<file path="src/rtl/dds_sched_pkg.sv">
// Shared definitions for the DDS profile scheduler: command layout, opcodes
// and output mode encodings.
package dds_sched_pkg;

    localparam int CMD_W     = 128;
    localparam int TS_W      = 64;
    localparam int OP_W      = 4;
    localparam int CH_W      = 4;
    localparam int PAYLOAD_W = 56;
    localparam int TS_LSB    = 64;
    localparam int OP_LSB    = 60;
    localparam int CH_LSB    = 56;
    localparam int STEP_LSB  = 16;

    typedef enum logic [OP_W-1:0] {
        OP_SET_FREQ   = 4'd0,
        OP_SET_AMP    = 4'd1,
        OP_SET_PHASE  = 4'd2,
        OP_SET_OFFSET = 4'd3,
        OP_RAMP_AMP   = 4'd4,
        OP_SET_MODE   = 4'd5,
        OP_SYNC       = 4'd6
    } opcode_e;

    // Opcode kept as raw bits: values 7..15 arrive on the wire and must be rejected.
    typedef struct packed {
        logic [TS_W-1:0]      ts;
        logic [OP_W-1:0]      opcode;
        logic [CH_W-1:0]      ch;
        logic [PAYLOAD_W-1:0] payload;
    } cmd_t;

    localparam logic [1:0] MODE_OFF    = 2'd0;
    localparam logic [1:0] MODE_DDS    = 2'd1;
    localparam logic [1:0] MODE_DIRECT = 2'd2;
    localparam logic [1:0] MODE_RSVD   = 2'd3;

endpackage

</file>
<file path="src/rtl/dds_profile_scheduler_fifo.sv">
// First-word-fall-through command queue with flush and occupancy count.
module sched_fifo #(
    parameter int WIDTH = 128,
    parameter int DEPTH = 16
) (
    input  logic                     clk,
    input  logic                     reset,
    input  logic                     flush,
    input  logic                     push,
    input  logic                     pop,
    input  logic [WIDTH-1:0]         wdata,
    output logic [WIDTH-1:0]         rdata,
    output logic                     full,
    output logic                     empty,
    output logic [$clog2(DEPTH):0]   count
);
    localparam int AW = $clog2(DEPTH);
    localparam logic [AW:0] DEPTH_C = (AW+1)'(DEPTH);

    logic [WIDTH-1:0] mem [DEPTH];
    logic [AW-1:0]    wr_ptr, rd_ptr;
    logic             do_push, do_pop;

    assign full    = (count == DEPTH_C);
    assign empty   = (count == '0);
    assign do_push = push && !full && !flush;
    assign do_pop  = pop && !empty;
    assign rdata   = mem[rd_ptr];

    always_ff @(posedge clk) begin
        if (reset) begin
            wr_ptr <= '0;
            rd_ptr <= '0;
            count  <= '0;
        end else if (flush) begin
            wr_ptr <= '0;
            rd_ptr <= '0;
            count  <= '0;
        end else begin
            if (do_push) wr_ptr <= wr_ptr + AW'(1);
            if (do_pop)  rd_ptr <= rd_ptr + AW'(1);
            case ({do_push, do_pop})
                2'b10:   count <= count + (AW+1)'(1);
                2'b01:   count <= count - (AW+1)'(1);
                default: count <= count;
            endcase
        end
    end

    always_ff @(posedge clk) begin
        if (do_push) mem[wr_ptr] <= wdata;
    end

endmodule

</file>
<file path="src/rtl/dds_profile_scheduler.sv">
// Timestamped multi-channel DDS profile scheduler: one shared queue, dispatch on
// RTIO time, per-channel profile registers and linear amplitude ramps.
module dds_profile_scheduler
    import dds_sched_pkg::*;
#(
    parameter int NUM_CH     = 4,
    parameter int FIFO_DEPTH = 16,
    parameter int FREQ_W     = 48,
    parameter int AMP_W      = 14
) (
    input  logic                          clk,
    input  logic                          reset,
    input  logic                          flush,
    input  logic                          auto_start,
    input  logic [63:0]                   counter,
    input  logic                          cmd_valid,
    output logic                          cmd_ready,
    input  logic [127:0]                  cmd_data,
    output logic [NUM_CH*FREQ_W-1:0]      freq_out,
    output logic [NUM_CH*AMP_W-1:0]       amp_out,
    output logic [NUM_CH*AMP_W-1:0]       phase_out,
    output logic [NUM_CH*AMP_W-1:0]       amp_offset_out,
    output logic [NUM_CH*2-1:0]           mode_out,
    output logic [NUM_CH-1:0]             sync_en,
    output logic [NUM_CH-1:0]             ramp_busy,
    output logic                          full,
    output logic                          empty,
    output logic [$clog2(FIFO_DEPTH):0]   fifo_count,
    output logic                          timestamp_error,
    output logic                          opcode_error
);
    localparam logic [0:0] RS_IDLE = 1'b0;
    localparam logic [0:0] RS_RAMP = 1'b1;

    logic [CMD_W-1:0] head_raw;
    cmd_t             head;
    logic             dispatch, late, valid_cmd, apply;
    logic             unused_payload;

    sched_fifo #(
        .WIDTH (CMD_W),
        .DEPTH (FIFO_DEPTH)
    ) u_fifo (
        .clk   (clk),
        .reset (reset),
        .flush (flush),
        .push  (cmd_valid),
        .pop   (dispatch),
        .wdata (cmd_data),
        .rdata (head_raw),
        .full  (full),
        .empty (empty),
        .count (fifo_count)
    );

    assign head      = head_raw;
    assign cmd_ready = !full;
    assign dispatch  = auto_start && !empty && (counter >= head.ts);
    assign late      = head.ts < counter;
    assign valid_cmd = (head.opcode <= OP_SYNC) && (32'(head.ch) < NUM_CH) &&
                       !(head.opcode == OP_SET_MODE && head.payload[1:0] == MODE_RSVD);
    assign apply     = dispatch && valid_cmd;
    assign unused_payload = ^head.payload;

    // Late commands still pop; the error pulse is independent of validity.
    always_ff @(posedge clk) begin
        if (reset) begin
            timestamp_error <= 1'b0;
            opcode_error    <= 1'b0;
        end else begin
            timestamp_error <= dispatch && late;
            opcode_error    <= dispatch && !valid_cmd;
        end
    end

    for (genvar i = 0; i < NUM_CH; i++) begin : g_ch
        logic              hit, amp_ovr, sync;
        logic [FREQ_W-1:0] freq;
        logic [AMP_W-1:0]  amp, phase, offs, tgt, step;
        logic [AMP_W-1:0]  new_tgt, new_step, amp_next;
        logic [AMP_W:0]    up_sum;
        logic [1:0]        mode;
        logic [0:0]        rstate;

        assign hit      = apply && (head.ch == CH_W'(i));
        assign amp_ovr  = hit && (head.opcode == OP_SET_AMP || head.opcode == OP_RAMP_AMP);
        assign new_tgt  = head.payload[AMP_W-1:0];
        assign new_step = head.payload[STEP_LSB+AMP_W-1:STEP_LSB];

        // One extra bit on the way up so amp+step cannot wrap past the target.
        always_comb begin
            up_sum = {1'b0, amp} + {1'b0, step};
            if (amp < tgt)
                amp_next = (up_sum >= {1'b0, tgt}) ? tgt : up_sum[AMP_W-1:0];
            else
                amp_next = (step >= amp - tgt) ? tgt : amp - step;
        end

        always_ff @(posedge clk) begin
            if (reset) begin
                freq   <= '0;
                amp    <= '0;
                phase  <= '0;
                offs   <= '0;
                tgt    <= '0;
                step   <= '0;
                mode   <= MODE_OFF;
                sync   <= 1'b0;
                rstate <= RS_IDLE;
            end else begin
                sync <= hit && (head.opcode == OP_SYNC);
                if (hit) begin
                    case (head.opcode)
                        OP_SET_FREQ:   freq  <= head.payload[FREQ_W-1:0];
                        OP_SET_PHASE:  phase <= new_tgt;
                        OP_SET_OFFSET: offs  <= new_tgt;
                        OP_SET_MODE:   mode  <= head.payload[1:0];
                        OP_SET_AMP: begin
                            amp    <= new_tgt;
                            rstate <= RS_IDLE;
                        end
                        OP_RAMP_AMP: begin
                            tgt  <= new_tgt;
                            step <= new_step;
                            if (new_step == '0 || amp == new_tgt) begin
                                amp    <= new_tgt;
                                rstate <= RS_IDLE;
                            end else begin
                                rstate <= RS_RAMP;
                            end
                        end
                        default: ;
                    endcase
                end
                // A dispatched amplitude command replaces this cycle's step.
                if (rstate == RS_RAMP && !amp_ovr) begin
                    amp <= amp_next;
                    if (amp_next == tgt) rstate <= RS_IDLE;
                end
            end
        end

        assign freq_out[i*FREQ_W +: FREQ_W]      = freq;
        assign amp_out[i*AMP_W +: AMP_W]         = amp;
        assign phase_out[i*AMP_W +: AMP_W]       = phase;
        assign amp_offset_out[i*AMP_W +: AMP_W]  = offs;
        assign mode_out[i*2 +: 2]                = mode;
        assign sync_en[i]                        = sync;
        assign ramp_busy[i]                      = (rstate == RS_RAMP);
    end

endmodule
</file>
<file path="config.mk">
export PLATFORM = sky130hd
export DESIGN_NAME = dds_profile_scheduler
export DESIGN_NICKNAME = d
export VERILOG_FILES = /design/src/rtl/dds_sched_pkg.sv /design/src/rtl/dds_profile_scheduler_fifo.sv /design/src/rtl/dds_profile_scheduler.sv
export SDC_FILE = /design/constraint.sdc
export NUM_CORES = 2
export LEC_CHECK = 0
export ABC_CLOCK_PERIOD_IN_PS = 12450
export CORE_ASPECT_RATIO = 1.75
export CORE_UTILIZATION = 54
export CTS_CLUSTER_DIAMETER = 80
export DETAILED_ROUTE_END_ITERATION = 6
export PLACE_DENSITY = 0.76
export RECOVER_POWER = 25
export SYNTH_ARGS = -nofsm -noshare
export SYNTH_HDL_FRONTEND = slang
export SYNTH_SLANG_ARGS = --single-unit
</file>
<file path="constraint.sdc">
create_clock -name clk -period 12.45 [get_ports clk]
set_input_delay 2.49 -clock clk [delete_from_list [all_inputs] [get_ports clk]]
set_output_delay 2.49 -clock clk [all_outputs]
set_load 0.05 [all_outputs]
</file>
==> metrics.yaml <==
outcome:
  status: "finished, violations left"
  violations: "DRC"
timing:
  setup_viol: 0
  max_slew_margin: 0.2009
  post-route-min-period_ns: 7.949
  hold_slack_ns: 0.4521
  rsz0062_at_grt: "no"
  skew_ns: 0.06450
  maxSlewViolCount: 0
  max_slew.worst_pin.slew_ns: 1.188
  fin_setup_tns_ns: 0
  timing.final.crit_share: 0.6385
  finalHoldViolCount: 0
  max_freq_mhz: 125.8
route:
  viasPerCell: 6.305
  routed_wl_mm: 305.0
  drt_iter0_drc: 5978
  drc: 19
  dr.pass1.iters: 7
  ant_nets: 0
  vias: 66210
  routedWlPerCell_um: 29.05
yosys:
  syn_nets: 7722
  synth_area_leaders: "edfxtp_1 (54%), mux4_2 (12%), dfxtp_1 (9.5%)"
  synth_area_leader_cell: "edfxtp_1"
  ys_async_sr_fraction: 0
  synth_top_area_share: 0.5393
  synth_cell_type_count: 94
  synth_warnings: 0
  ys_seq_elements: 2427
  synthCells: 7165
  yosys_most_used_dff: "edfxtp_1"
  syn_area_um2: 106900
  synth_edf_count: 1920
  avgSynthCellArea_um2: 14.92
  seq_area_frac_synth: 0.6342
power:
  pwr-share-comb: 0.028
  switching_power_mw: 3.295
  clkPwrFrac: 0.428
  swShare: 0.2045
  intPower_mw: 12.82
  max-vdd-ir-drop_mv: 0.1510
  p_per_area_nw_per_um2: 131.0
  power_mw: 16.11
  power_frac_seq: 0.544
  power.leakage_nw: 39.95
die:
  die_y_um: 590.6
  die_w_um: 338.3
  ios: 583
  core_area_um2: 196400
  die_area_um2: 199800
  core.rowCount: 215
  start_util: 0.5444
worst_setup_path:
  path_class: "flip-flop to flip-flop"
  start_kind: "flip-flop"
  slowest_stage: "a31oi_1"
  cp_max_fo: 117
  crit_arrival_ns: 8.72
  slowest_delay_ns: 0.84
  cp_cell_sequence: "buf_12 -> buf_4 -> mux4_2 -> mux4_2 -> ha_1 -> nand4_1 -> nor3_1 -> nand4b_1 -> a31oi_1 -> o31a_1 -> inv_1 -> ha_1 -> ha_1 -> nor2b_1 -> nand3_1 -> mux2i_1 -> or4_1 -> nand4_1"
  end_kind: "flip-flop"
  cp.buffers_inverters: 3
  worstPathRequired_ns: 13.22
  cp_top_family: "simple AND/OR/NAND/NOR gates"
  worst_path_most_repeated_cell: "ha_1"
clock_network:
  post_cts_buffers: 0
  clock-root-buffer: "clkbuf_16"
  ctsResizeCount: 0
  cts_buffer_depth: 4
  hold_buffers: 0
  cts_inserted_buffers: 214
  cts-htree-levels: 4
  cts_tree: "done"
  insertion_delay_ns: 0.88
  clkTransAtPathRegs_ns: 0.07
  cts.sinks: 2427
global_route:
  antenna_found_initial: 65
  grt_pass1_vias: 66990
  grt_max_degree: 152
  grtUsageTotal: 0.3028
  grt_pass1_wl_mm: 443.6
  gr-total-overflow: 0
placed_design:
  placed_cells: 10080
  routabilityCongestion: 0.9854
  io_buffers: 574
  hpwl_mm: 185.8
  placed_area_um2: 115600
finish:
  num-fill-cells: 14020
  final_common_cell: "edfxtp_1"
  final_area_um2: 122900
  layoutNonFillerInstCount: 10500
  area_growth_pct: 15.00
  multiInputGateArea_um2: 36680
  seq_area_um2: 67820
  drive_above_1_share: 0.1429
  finalNetCount: 8247
  final_cell_mix: "edfxtp_1 (1,920), mux4_2 (557), nand2_1 (551), dfxtp_1 (503), clkdlybuf4s50_1 (491)"
min_path:
  holdCritPathClass: "flip-flop to flip-flop"
job:
  maxCapViolCount: 0
path summary, 6_finish.rpt:
check,depth (start not counted),start,slack (ns),end
setup / recovery,18,flip-flop,4.50,u_fifo.count[4]
hold / removal,2,g_ch[0].freq[11],0.45,g_ch[0].freq[11]
setup reg to reg,18,flip-flop,4.50,u_fifo.count[4]
hold reg to reg,2,g_ch[0].freq[11],0.45,g_ch[0].freq[11]
cell type report:
class,count,share of cell area
multi-input combinational,4071,0.2983
sequential,2427,0.5517
inverter,275,0.008396
clock inverter,136,0.01342
antenna,36,0.0007328
tap,2604,0.02650
timing repair buffer,701,0.05555
clock buffer,250,0.04540
power groups by stage:
stage               Combinational (mW)  Clock [mW]  Sequential (mW)
floorplan                        0.190           0             8.95
detailed placement               0.454           0             8.94
global placement                 0.439           0             8.94
CTS                              0.459        6.98             8.77
global route                     0.483        7.25             8.76
finish                           0.457        6.89             8.77
stage by stage:
stage               setup WS (ns)  utilization
global placement            4.503       0.5887
finish                      4.501       0.6260
global route                4.073       0.6257
detailed placement          4.428       0.5887
CTS                         4.515       0.6256
floorplan                  0.4984            -
tightest hold or removal path, delay by kind of cell (launching register included):
kind             cells  cell delay (ns)
flip-flops           1             0.31
AO/OA/AOI/OAI        1             0.05
AND/OR/NAND/NOR      1             0.05
synth_stat cells, drive strengths merged, types with 16 or more instances:
cell type	n
a21oi	396
mux4	561
o221ai	18
o211ai	34
a21o	45
edfxtp	1920
mux2i	233
o21ai	141
clkbuf	262
a2111oi	24
nor3	99
a31oi	47
o31ai	16
nor4	37
a211oi	77
nor2b	45
a22oi	46
and3	16
nand2	555
inv	275
or3	21
and2	31
o2111ai	17
a221oi	22
nor2	480
nand3	82
o21a	21
nand2b	54
o22ai	21
ha	348
nand4	49
buf	130
xnor2	178
or2	21
dfxtp	507
xor2	96
routing by layer:
metal	up-vias	GRT usage	part of all wire
met3	957	0.05765	0.081
li1	28620	-	-
met4	40	0.1854	0.067
met2	3328	0.5199	0.50
met5	-	0	0.00087
met1	33260	0.3512	0.35
sequential cells by signal, indices dropped and copies added (netlist names), named ones only:
| register | cells |
|---|---|
| u_fifo.mem | 1920 |
| g_ch.freq | 192 |
| g_ch.amp | 56 |
| g_ch.offs | 56 |
| g_ch.phase | 56 |
| g_ch.step | 56 |
| g_ch.tgt | 56 |
| g_ch.mode | 8 |
| u_fifo.count | 5 |
| g_ch.rstate | 4 |
| g_ch.sync | 4 |
| u_fifo.rd_ptr | 4 |
| u_fifo.wr_ptr | 4 |
| opcode_error | 1 |
| timestamp_error | 1 |
cell families (layout without fill, tap and decap cells):
family | after synthesis | after routing | share of synthesized area
buffers and inverters | 667 | 1362 | 0.02594
and+or+nand+nor | 1544 | 1544 | 0.06567
AOI/OAI and AO/OA | 1085 | 1085 | 0.06652
xor gates and xnor gates | 277 | 277 | 0.02308
muxes | 805 | 805 | 0.1416
DFF | 2427 | 2427 | 0.6342
other | 0 | 36 | 0
adders and majority gates | 360 | 360 | 0.04298
(Power assumes the default switching activity.)
